$ cat config.mk
export PLATFORM = sky130hd
export DESIGN_NAME = key_entry_ctrl
export DESIGN_NICKNAME = d
export VERILOG_FILES = /design/src/rtl/key_entry_ctrl_pkg.sv /design/src/rtl/key_entry_ctrl_debounce.sv /design/src/rtl/key_entry_ctrl.sv
export SDC_FILE = /design/constraint.sdc
export NUM_CORES = 1
export LEC_CHECK = 0
export BUFFER_PORTS_ARGS = -buffer_cell sky130_fd_sc_hd__buf_4
export CAP_MARGIN = 25
export CORE_MARGIN = 1.5
export CORE_UTILIZATION = 53
export CTS_BUF_LIST = sky130_fd_sc_hd__clkbuf_4
export DETAILED_ROUTE_END_ITERATION = 6
export HOLD_SLACK_MARGIN = 0.03
export PLACE_DENSITY_LB_ADDON = 0.05
export SLEW_MARGIN = 30
export SYNTH_ARGS = -nofsm -noshare
export SYNTH_HDL_FRONTEND = slang
export SYNTH_SLANG_ARGS = --single-unit
$ cat constraint.sdc
create_clock -name CLK -period 1.9 [get_ports CLK]
set_input_delay 0.38 -clock CLK [delete_from_list [all_inputs] [get_ports CLK]]
set_output_delay 0.38 -clock CLK [all_outputs]
set_load 0.005 [all_outputs]
$ cat src/rtl/key_entry_ctrl_pkg.sv
// Shared definitions for the keypad entry controller: FSM encoding, key codes
// and operator encodings, plus small key-decoding helpers.
package key_entry_ctrl_pkg;

    localparam logic [1:0] ST_IDLE      = 2'd0;
    localparam logic [1:0] ST_PRESS_DEB = 2'd1;
    localparam logic [1:0] ST_HELD      = 2'd2;
    localparam logic [1:0] ST_REL_DEB   = 2'd3;

    localparam logic [3:0] KEY_DIGIT_MAX = 4'h9;
    localparam logic [3:0] KEY_OP_FIRST  = 4'hA;
    localparam logic [3:0] KEY_CLR       = 4'hE;
    localparam logic [3:0] KEY_EQ        = 4'hF;

    localparam logic [1:0] OP_ADD = 2'd0;
    localparam logic [1:0] OP_SUB = 2'd1;
    localparam logic [1:0] OP_MUL = 2'd2;
    localparam logic [1:0] OP_DIV = 2'd3;

    typedef enum logic [1:0] {
        KEY_DIGIT,
        KEY_OPER,
        KEY_CLEAR,
        KEY_EQUAL
    } key_class_e;

    function automatic key_class_e classify(input logic [3:0] k);
        key_class_e c;
        if (k <= KEY_DIGIT_MAX)
            c = KEY_DIGIT;
        else if (k >= KEY_OP_FIRST && k < KEY_CLR)
            c = KEY_OPER;
        else if (k == KEY_CLR)
            c = KEY_CLEAR;
        else
            c = KEY_EQUAL;
        return c;
    endfunction

    function automatic logic [1:0] op_of_key(input logic [3:0] k);
        logic [1:0] op;
        case (k)
            4'hA:    op = OP_ADD;
            4'hB:    op = OP_SUB;
            4'hC:    op = OP_MUL;
            default: op = OP_DIV;
        endcase
        return op;
    endfunction

endpackage

$ cat src/rtl/key_entry_ctrl_debounce.sv
// Press/release debouncer for the keypad: four-state FSM with a saturating
// counter; emits a single-cycle accept strobe plus the latched key code.
module key_debounce
    import key_entry_ctrl_pkg::*;
#(
    parameter int DEB_CYCLES = 16
) (
    input  logic       CLK,
    input  logic       RESET,
    input  logic       ENABLE,
    input  logic       KEY_VALID,
    input  logic [3:0] KEY_CODE,
    output logic       accept,
    output logic [3:0] key_code
);

    localparam int CNT_W = (DEB_CYCLES > 1) ? $clog2(DEB_CYCLES) : 1;
    localparam logic [CNT_W-1:0] CNT_MAX = CNT_W'(DEB_CYCLES - 1);

    logic [1:0]       state_reg, state_next;
    logic [CNT_W-1:0] cnt_reg, cnt_next;
    logic [3:0]       code_reg, code_next;
    // A key that is down across a reset or a disable must be released before it counts again.
    logic             wait_release_reg, wait_release_next;

    always_comb begin
        state_next        = state_reg;
        cnt_next          = cnt_reg;
        code_next         = code_reg;
        accept            = 1'b0;
        wait_release_next = wait_release_reg;

        if (!KEY_VALID)
            wait_release_next = 1'b0;
        else if (!ENABLE)
            wait_release_next = 1'b1;

        if (!ENABLE) begin
            state_next = ST_IDLE;
            cnt_next   = '0;
        end else begin
            case (state_reg)
                ST_IDLE: begin
                    if (KEY_VALID && !wait_release_reg) begin
                        state_next = ST_PRESS_DEB;
                        cnt_next   = '0;
                        code_next  = KEY_CODE;
                    end
                end
                ST_PRESS_DEB: begin
                    if (!KEY_VALID) begin
                        state_next = ST_IDLE;
                        cnt_next   = '0;
                    end else if (KEY_CODE != code_reg) begin
                        code_next = KEY_CODE;
                        cnt_next  = '0;
                    end else if (cnt_reg == CNT_MAX) begin
                        state_next = ST_HELD;
                        accept     = 1'b1;
                    end else begin
                        cnt_next = cnt_reg + 1'b1;
                    end
                end
                ST_HELD: begin
                    if (!KEY_VALID) begin
                        state_next = ST_REL_DEB;
                        cnt_next   = '0;
                    end
                end
                ST_REL_DEB: begin
                    if (KEY_VALID) begin
                        state_next = ST_HELD;
                    end else if (cnt_reg == CNT_MAX) begin
                        state_next = ST_IDLE;
                        cnt_next   = '0;
                    end else begin
                        cnt_next = cnt_reg + 1'b1;
                    end
                end
                default: begin
                    state_next = ST_IDLE;
                    cnt_next   = '0;
                end
            endcase
        end
    end

    always_ff @(posedge CLK) begin
        if (RESET) begin
            state_reg        <= ST_IDLE;
            cnt_reg          <= '0;
            code_reg         <= '0;
            wait_release_reg <= 1'b1;
        end else begin
            state_reg        <= state_next;
            cnt_reg          <= cnt_next;
            code_reg         <= code_next;
            wait_release_reg <= wait_release_next;
        end
    end

    assign key_code = code_reg;

endmodule

$ cat src/rtl/key_entry_ctrl.sv
// Calculator key entry: debounced keypad presses build a packed BCD operand and
// produce operator / equals strobes carrying the operand.
module key_entry_ctrl
    import key_entry_ctrl_pkg::*;
#(
    parameter int DEB_CYCLES = 16,
    parameter int NDIG       = 4
) (
    input  logic              CLK,
    input  logic              RESET,
    input  logic              ENABLE,
    input  logic              KEY_VALID,
    input  logic [3:0]        KEY_CODE,
    output logic              KB_EN,
    output logic [4*NDIG-1:0] OPERAND,
    output logic [2:0]        DIGIT_CNT,
    output logic [1:0]        OP_CODE,
    output logic              OP_VALID,
    output logic              EQ_VALID,
    output logic              OVF
);

    localparam logic [2:0] NDIG_CNT = 3'(NDIG);

    logic              accept;
    logic [3:0]        key_code;
    key_class_e        key_class;

    logic              enable_reg;
    logic [4*NDIG-1:0] operand_reg, operand_next, operand_shift;
    logic [2:0]        digit_cnt_reg, digit_cnt_next;
    logic [1:0]        op_code_reg, op_code_next;
    logic              op_valid_reg, op_valid_next;
    logic              eq_valid_reg, eq_valid_next;
    logic              ovf_reg, ovf_next;

    key_debounce #(
        .DEB_CYCLES(DEB_CYCLES)
    ) u_debounce (
        .CLK      (CLK),
        .RESET    (RESET),
        .ENABLE   (ENABLE),
        .KEY_VALID(KEY_VALID),
        .KEY_CODE (KEY_CODE),
        .accept   (accept),
        .key_code (key_code)
    );

    assign key_class = classify(key_code);

    // New digit enters at the least-significant nibble; the top nibble falls off.
    assign operand_shift[3:0] = key_code;
    genvar gi;
    generate
        for (gi = 1; gi < NDIG; gi++) begin : g_shift
            assign operand_shift[4*gi +: 4] = operand_reg[4*(gi-1) +: 4];
        end
    endgenerate

    always_comb begin
        operand_next   = operand_reg;
        digit_cnt_next = digit_cnt_reg;
        op_code_next   = op_code_reg;
        ovf_next       = ovf_reg;
        op_valid_next  = 1'b0;
        eq_valid_next  = 1'b0;

        // The operand stays visible for the strobe cycle, then clears.
        if (op_valid_reg || eq_valid_reg) begin
            operand_next   = '0;
            digit_cnt_next = '0;
        end

        if (accept) begin
            case (key_class)
                KEY_DIGIT: begin
                    if (digit_cnt_reg < NDIG_CNT) begin
                        operand_next   = operand_shift;
                        digit_cnt_next = digit_cnt_reg + 3'd1;
                    end else begin
                        ovf_next = 1'b1;
                    end
                end
                KEY_OPER: begin
                    op_code_next  = op_of_key(key_code);
                    op_valid_next = 1'b1;
                end
                KEY_EQUAL: begin
                    eq_valid_next = 1'b1;
                end
                default: begin
                    operand_next   = '0;
                    digit_cnt_next = '0;
                    op_code_next   = OP_ADD;
                    ovf_next       = 1'b0;
                end
            endcase
        end
    end

    always_ff @(posedge CLK) begin
        if (RESET) begin
            enable_reg    <= 1'b0;
            operand_reg   <= '0;
            digit_cnt_reg <= '0;
            op_code_reg   <= '0;
            op_valid_reg  <= 1'b0;
            eq_valid_reg  <= 1'b0;
            ovf_reg       <= 1'b0;
        end else begin
            enable_reg    <= ENABLE;
            operand_reg   <= operand_next;
            digit_cnt_reg <= digit_cnt_next;
            op_code_reg   <= op_code_next;
            op_valid_reg  <= op_valid_next;
            eq_valid_reg  <= eq_valid_next;
            ovf_reg       <= ovf_next;
        end
    end

    assign KB_EN     = enable_reg;
    assign OPERAND   = operand_reg;
    assign DIGIT_CNT = digit_cnt_reg;
    assign OP_CODE   = op_code_reg;
    assign OP_VALID  = op_valid_reg;
    assign EQ_VALID  = eq_valid_reg;
    assign OVF       = ovf_reg;

endmodule

==> results of run 1 <==
how the worst min path moves through the flow:
stage	start	endpoint	slack [ns]	depth (start not counted)
finish	KEY_CODE[0]	u_debounce.key_code[0]	0.29	3
global route	RESET	u_debounce.key_code[1]	0.28	2
CTS	RESET	OP_CODE[0]	0.28	2
detailed placement	OP_CODE[0]	OP_CODE[0]	0.46	2
global placement	OP_CODE[1]	OP_CODE[1]	0.44	2
floorplan	OP_CODE[1]	OP_CODE[1]	0.45	2
worst min-delay path, delay by kind of cell:
family | cells | cell delay (ns)
muxes | 1 | 0.06
and+or+nand+nor | 1 | 0.07
buffers and inverters | 1 | 0.09
timing repair:
action                     in CTS  in global routing
gates resized for setup         1                 13
pin swaps                       0                  3
setup endpoints to repair       2                 24
setup buffers                   0                  7
hold buffers                    0                  0
gates cloned                    0                  2
through the flow:
| stage | setup TNS [ns] | total power, mW | setup WS (ns) |
|---|---|---|---|
| 2_1_floorplan | 0 | 0.853 | 0.110 |
| 3_5_place_dp | 0 | 0.886 | 0.00934 |
| 3_3_place_gp | 0 | 0.884 | 0.0446 |
| 5_1_grt | -0.164 | 1.48 | -0.0353 |
| 6_report | 0 | 1.43 | 0.0317 |
| 4_1_cts | 0 | 1.43 | 0.00106 |
where the power goes:
group          internal, mW  switching, mW
Clock                 0.274          0.275
Sequential            0.758        0.00709
Combinational        0.0511         0.0602
kinds of logic after synthesis:
logic type / Yosys count / synth area share
xor+xnor: 5 / 0.0349
mux: 5 / 0.0270
flops: 36 / 0.379
compound gates: 61 / 0.233
buf+inv: 18 / 0.0613
simple gates: 76 / 0.225
fa+ha+maj: 6 / 0.0395
area by class of cell:
cell class                 count  area [µm²]  share of cell area
tap                           46        57.6              0.0236
sequential                    36         731               0.299
inverter                       4        15.0             0.00615
clock inverter                 3        42.5              0.0174
multi-input combinational    154        1110               0.453
timing repair buffer          54         452               0.185
clock buffer                   5        37.5              0.0154
cell usage in the layout (no fill, tap or decap), types with 4 or more instances in the layout:
master / count
mux2i_1: 4
dfxtp_1: 32
nand2_1: 25
nand2b_1: 4
o211ai_1: 12
a21oi_2: 10
nand4_1: 4
buf_4: 50
a21oi_1: 13
ha_1: 5
nor2_1: 13
clkbuf_4: 5
o21ai_0: 6
nand3_1: 8
layer usage:
metal / up-vias / routed length [µm] / GRT usage
li1: 856 / - / -
met1: 811 / 2150 / 0.294
met2: 43 / 2010 / 0.338
met3: 9 / 180 / 0.0631
met4: 0 / 85 / 0.0917
met5: - / 0 / 0
==> flow_summary.yaml, run 1 <==
outcome:
  status: "complete, no violations"
timing:
  clock-skew-final_ns: 0.0125
  worstMarginPinSlew_ns: 0.356
  fin_crit_sh: 0.983
  slew_violations: 0
  period_minus_slack_ns: 1.87
  fin_hold_ws_ns: 0.287
  hold_violations: 0
  setup_viol: 0
  fmax_mhz: 535
  max-slew-margin-rel: 0.756
global_routing:
  antenna_found_initial: 0
  grt_pass1_vias: 1535
  gr-total-overflow: 0
  grt_util_all_layers: 0.222
  grt_max_degree: 18
  grt_pass1_wl_mm: 6.93
worst_hold_path:
  hold_class: "input port to register"
logic_synthesis:
  ys_types: 49
  ys_seq_area_frac: 0.379
  synth.avg_cell_area_um2: 9.18
  syn_inst: 207
  async_flop_share: 0
  synth_edf_count: 0
  syn-cell-area_mm2: 0.00190
  synth_area_leaders: "dfxtp_1 38%, nand2_1 4.9%, o211ai_1 4.7%, a21oi_2 4.6%, ha_1 4.0%"
  synth_flop_cell: "dfxtp_1"
  yosys_warnings: 0
  syn_nets: 221
  synth_top_area_cell: "dfxtp_1"
  netlist_top_cells_count: "36 x dfxtp_1, 25 x nand2_1, 13 x a21oi_1, 13 x nor2_1, 12 x o211ai_1"
  yosysMostFrequentCell: "dfxtp_1"
  synth_top_area_frac: 0.379
  ys_seq_elements: 36
cells_and_area:
  largest_reg_flops: 16
  drive_above_1_share: 0.359
  syn_to_final_growth_pct: 28.5
  layout.nets: 269
  fill_cells: 268
  fin_area_mm2: 0.00244
  diodes: 0
  layout.cells.non_filler: 302
  post-route-util: 0.720
critical_path:
  cp.depth: 8
  path_common_cell: "buf_4"
  crit_path_end_kind: "register"
  cp_data_required_time_ns: 2.15
  critPathArrivalTime_ns: 2.12
  crit_path_end: "u_debounce.key_code[0]"
  rrSetupSlack_ns: 0.03
  slowest_delay_ns: 0.38
  path_class: "register to register"
  ff2ff_path_depth: 8
  r2r-start: "u_debounce.key_code[2]"
  path_max_fanout: 5
  crit_family: "buffers and inverters"
  crit_buf_inv: 3
  startpoint: "u_debounce.key_code[2]"
  critPathLaunchType: "register"
  path_cells: "buf_4, xnor2_4, and4_2, buf_4, a211oi_4, buf_6, mux2i_1, nor2_1"
  r2r-end: "u_debounce.key_code[0]"
  critical-path-slowest-cell: "dfxtp_4"
pwr:
  power.leakage_nw: 0.944
  peakVddDrop_v: 0.000410
  powerDensity_mw_per_mm2: 584
clock_network:
  clockBufferDepth: 2
  cts_tree: "built"
  clk_pin_slew_worst_paths_ns: 0.10
  cts.sinks: 36
  clkLatencyLatePin_ns: 0.36
  htree_levels: 2
  cts_inserted_buffers: 5
  cts-root-buf: "clkbuf_4"
place:
  dp.cells: 285
  port_buffers: 32
  place_area_mm2: 0.00223
  place.gp.congestion: 0.864
  hpwl_mm: 2.99
route:
  drcViolationCount: 0
  drt_pass1_iterations: 4
  vias: 1719
  finalWirelength_mm: 4.43
  wl_per_cell_um: 14.7
  drt_iter0_markers: 78
  viasPerCell: 5.69
  postRouteAntennaNets: 0
floorplanning:
  design.die.area_mm2: 0.00395
  floorplan.initialDensity: 0.560
  num_io_pins: 33
  std_cell_rows: 21
  die_h_um: 62.9
  die-width_um: 62.9
  core_mm2: 0.00339
run:
  max_cap_violations: 0
Note: power is estimated with default switching activity, not from simulation.
==> run 2: changes to the inputs <==
CELL_PAD_IN_SITES_DETAIL_PLACEMENT = 1   (was not set)
CELL_PAD_IN_SITES_GLOBAL_PLACEMENT = 2   (was not set)
CORE_UTILIZATION = 34   (was 53)
CTS_BUF_LIST = not set   (was sky130_fd_sc_hd__clkbuf_4)
PLACE_DENSITY = 0.8   (was not set)
PLACE_DENSITY_LB_ADDON = not set   (was 0.05)
==> run 2 against run 1 <==
- clock power rose by 7.1%
- clock skew is 0.0084 ns lower
- critical path depth down 1
- sequential cell count unchanged
- first-iteration DRC count is 35% lower
- critical path type unchanged
- critical endpoint is now u_debounce.key_code[2]
- largest cell class unchanged
==> flow_summary.yaml, run 2 (synthesis results as in run 1) <==
cells_and_area:
  final_common_cell: "buf_4"
  layout.cells.non_filler: 325
  drive_above_1_share: 0.356
  syn_to_final_growth_pct: 28.1
  final_cell_mix: "48 x buf_4, 32 x dfxtp_1, 25 x nand2_1, 13 x nor2_1"
  fin_area_mm2: 0.00243
  post-route-util: 0.447
  diodes: 0
  largest_reg_flops: 16
  layout.nets: 266
timing:
  period_minus_slack_ns: 1.80
  rsz0062_at_grt: "true"
  fin_crit_sh: 0.950
  setup_viol: 0
  slew_violations: 0
  clock-skew-final_ns: 0.00413
  fin_ws_ns: 0.0955
  max-slew-margin-rel: 0.732
  worstMarginPinSlew_ns: 0.401
  fmax_mhz: 554
  fin_hold_ws_ns: 0.341
  hold_violations: 0
global_routing:
  grt_pass1_vias: 1697
  gr-total-overflow: 0
  antenna_found_initial: 0
  grt_util_all_layers: 0.179
  grt_pass1_wl_mm: 8.40
  grt_max_degree: 18
place:
  place_area_mm2: 0.00228
  hpwl_mm: 3.58
  port_buffers: 32
  place.gp.congestion: 0.780
  dp.cells: 315
  preCtsSetupSlack_ns: 0.0464
critical_path:
  path_class: "register to register"
  r2r-start: "u_debounce.key_code[2]"
  path_max_fanout: 7
  cp_data_required_time_ns: 2.09
  ff2ff_path_depth: 7
  crit_path_end_kind: "register"
  critPathArrivalTime_ns: 1.99
  r2r-end: "u_debounce.key_code[2]"
  rrSetupSlack_ns: 0.1
  critPathLaunchType: "register"
floorplanning:
  die-width_um: 77.7
  design.die.area_mm2: 0.00604
  num_io_pins: 33
  floorplan.initialDensity: 0.349
  std_cell_rows: 27
  core_mm2: 0.00544
  die_h_um: 77.7
pwr:
  powerDensity_mw_per_mm2: 602
  power.leakage_nw: 0.927
  peakVddDrop_v: 0.000286
route:
  viasPerCell: 5.07
  postRouteAntennaNets: 0
  drt_pass1_iterations: 4
  vias: 1648
  drcViolationCount: 0
  drt_iter0_markers: 51
  wl_per_cell_um: 15.2
  finalWirelength_mm: 4.93
worst_hold_path:
  hold_class: "input port to register"
  holdPathStages: 3
  holdPathEnd: "u_debounce.key_code[0]"
  hold_start: "KEY_CODE[0]"
clock_network:
  cts.sinks: 36
  cts_inserted_buffers: 5
  cts_tree: "built"
  clk_pin_slew_worst_paths_ns: 0.07
  htree_levels: 2
  clockBufferDepth: 2
  cts-root-buf: "clkbuf_8"
  clkLatencyLatePin_ns: 0.29
run:
  max_cap_violations: 0
outcome:
  status: "complete, no violations"
## run 2: worst max-delay path by stage
stage               slack, ns  cells after the start                     end                    from
finish                    0.1                      7  u_debounce.key_code[2]  u_debounce.key_code[2]
global route            -0.02                      7  u_debounce.key_code[3]  u_debounce.key_code[2]
CTS                      0.04                      7  u_debounce.key_code[2]  u_debounce.key_code[1]
detailed placement       0.05                      7            DIGIT_CNT[2]             KEY_CODE[0]
global placement         0.06                      7  u_debounce.key_code[3]             KEY_CODE[3]
floorplan                0.11                      8              OPERAND[5]  u_debounce.key_code[1]
## run 2: worst max-delay path, cell delays in order (launching register included)
cell and delay [ns]:
dfxtp_4 0.37, buf_4 0.15, xnor2_2 0.16, and4_1 0.25
buf_6 0.14, a211oi_4 0.34, mux2i_1 0.24, nor2_1 0.05
## run 2: what timing repair did
action	CTS	global route
setup endpoints to repair	0	25
resized for setup	0	18
hold endpoints to repair	0	0
buffers inserted	0	2
hold buffers	0	0
## run 2: cell type report
type,count,area [µm²]
fill,645,3010
timing repair buffer,52,414
inverter,4,15.0
sequential,36,728
tap,72,90.1
multi-input combinational,153,1090
clock inverter,1,7.51
clock buffer,7,86.3
## run 2: stage by stage
stage	TNS, ns	total power, mW
final	0	1.46
after global placement	0	0.891
after global routing	-0.0394	1.53
after floorplan	0	0.853
after detailed placement	0	0.892
after CTS	0	1.49
## run 2: metal layers
metal / vias to the layer above / track usage / wire [µm]
met5: - / 0 / 0
met4: 0 / 0.0764 / 88
met3: 6 / 0.0447 / 158
met2: 21 / 0.280 / 2330
met1: 782 / 0.232 / 2360
li1: 839 / - / -
## run 2: where the power goes
group / internal, mW / total, mW / switching, mW
sequential: 0.759 / 0.765 / 0.00602
clock: 0.295 / 0.588 / 0.293
combinational: 0.0501 / 0.111 / 0.0605
total: 1.10 / 1.46 / 0.360
==> run 3: changes to the inputs <==
CELL_PAD_IN_SITES_DETAIL_PLACEMENT = 0   (was 1)
CELL_PAD_IN_SITES_GLOBAL_PLACEMENT = 1   (was 2)
CORE_MARGIN = 4   (was 1.5)
CORE_UTILIZATION = 42   (was 34)
==> run 3 against run 2 <==
- via count is 0.24% higher
- cell count decreased by 5.8%
- register-to-register slack got worse by 0.02 ns
- clock skew is essentially flat
- sequential cell count is the same
- fmax shrank 1.3%
- design area up 1.3%
- critical path type unchanged
- critical endpoint is now OPERAND[3]
- largest cell class unchanged
==> flow_summary.yaml, run 3 (synthesis results as in run 1) <==
timing:
  rsz0062_at_grt: "true"
  hold_violations: 0
  fin_hold_ws_ns: 0.344
  fin_ws_ns: 0.0708
  slew_violations: 0
  period_minus_slack_ns: 1.83
  clock-skew-final_ns: 0.00364
  fin_crit_sh: 0.963
  worstMarginPinSlew_ns: 0.403
  max-slew-margin-rel: 0.731
  fmax_mhz: 547
  fin_setup_tns_ns: 0
  setup_viol: 0
critical_path:
  slowest_delay_ns: 0.36
  crit_path_end_kind: "register"
  path_class: "register to register"
  crit_family: "compound AO/OA/AOI/OAI gates"
  critPathLaunchType: "register"
  critical-path-slowest-cell: "dfxtp_2"
  path_max_fanout: 17
  cp_data_required_time_ns: 2.11
  crit_buf_inv: 2
  path_cells: "nand3b_1, o211ai_4, buf_4, ha_1, o21bai_1, a21o_1, buf_12, a211oi_4"
  critPathArrivalTime_ns: 2.04
pwr:
  power_mw: 1.53
  peakVddDrop_v: 0.000384
  powerDensity_mw_per_mm2: 622
  power.leakage_nw: 0.949
place:
  place_area_mm2: 0.00223
  port_buffers: 32
  place.gp.congestion: 0.837
  preCtsSetupSlack_ns: -0.0199
  hpwl_mm: 3.13
route:
  drt_iter0_markers: 63
  wl_per_cell_um: 14.0
  viasPerCell: 5.40
  postRouteAntennaNets: 0
  vias: 1652
  drcViolationCount: 0
  finalWirelength_mm: 4.29
  drt_pass1_iterations: 4
cells_and_area:
  final_cell_mix: "51 x buf_4, 32 x dfxtp_1, 25 x nand2_1"
  diodes: 0
  syn_to_final_growth_pct: 29.7
  largest_reg_flops: 16
  fill_cells: 383
  drive_above_1_share: 0.362
  layout.nets: 267
  final_common_cell: "buf_4"
  fin_area_mm2: 0.00246
global_routing:
  grt_pass1_vias: 1492
  antenna_found_initial: 0
  met3_usage: 0.0507
  grt_util_all_layers: 0.161
  use_met1: 0.216
  busiest_layer: "met2"
  grt_use_met2: 0.251
  grt_max_degree: 18
  gr-total-overflow: 0
  grt_pass1_wl_mm: 6.96
outcome:
  status: "complete, no violations"
clock_network:
  cts_hold_buf: 0
  cts_inserted_buffers: 5
  cts_tree: "built"
  clockBufferDepth: 2
  htree_levels: 2
  cts-root-buf: "clkbuf_8"
  clkLatencyLatePin_ns: 0.28
  cts.sinks: 36
  clk_pin_slew_worst_paths_ns: 0.07
floorplanning:
  floorplan.initialDensity: 0.436
  die_h_um: 75.2
  num_io_pins: 33
  core_mm2: 0.00435
  design.die.area_mm2: 0.00566
  die-width_um: 75.2
  std_cell_rows: 24
run:
  max_cap_violations: 0
worst_hold_path:
  hold_class: "input port to register"
## run 3: routing by layer
metal | vias to the layer above | wire length (µm)
met5 | - | 0
met4 | 0 | 27
met3 | 4 | 191
met2 | 28 | 1950
met1 | 775 | 2120
li1 | 845 | -
## run 3: where the power goes
part | internal, mW | switching [mW] | total (mW)
registers | 0.758 | 0.00719 | 0.765
logic | 0.0500 | 0.0603 | 0.110
clock network | 0.389 | 0.269 | 0.658
total | 1.20 | 0.336 | 1.53
## run 3: final cells by class
| cell class | instances | area [µm²] | share of cell area |
|---|---|---|---|
| Clock buffer | 6 | 72.6 | 0.0295 |
| Tap cell | 52 | 65.1 | 0.0264 |
| Multi-Input combinational cell | 153 | 1130 | 0.459 |
| Sequential cell | 36 | 731 | 0.297 |
| Inverter | 4 | 15.0 | 0.00609 |
| Clock inverter | 2 | 35.0 | 0.0142 |
| Timing Repair Buffer | 53 | 414 | 0.168 |
## run 3: tightest hold or removal path: stages
cell	delay [ns]
buf_4	0.09
mux2i_1	0.06
nor2_1	0.07
## run 3: path summary, 6_finish.rpt
path,startpoint,end,slack (ns),cells past startpoint
setup / recovery,u_debounce.key_code[0],OPERAND[3],0.07,8
hold / removal,KEY_CODE[0],u_debounce.key_code[0],0.34,3
setup reg to reg,u_debounce.key_code[0],OPERAND[3],0.07,8
hold reg to reg,OP_CODE[1],OP_CODE[1],0.45,2
## run 3: per-stage QoR
stage	std cells	utilization
2_1_floorplan	207	-
3_3_place_gp	292	0.512
3_5_place_dp	292	0.512
4_1_cts	300	0.537
5_1_grt	306	0.566
6_report	306	0.566
## run 3: what timing repair did
| action | 4_1_cts | 5_1_grt |
|---|---|---|
| pin swaps | 0 | 8 |
| resized for setup | 2 | 20 |
| buffers inserted | 0 | 6 |
| gates cloned | 0 | 0 |
| setup endpoints to repair | 2 | 22 |
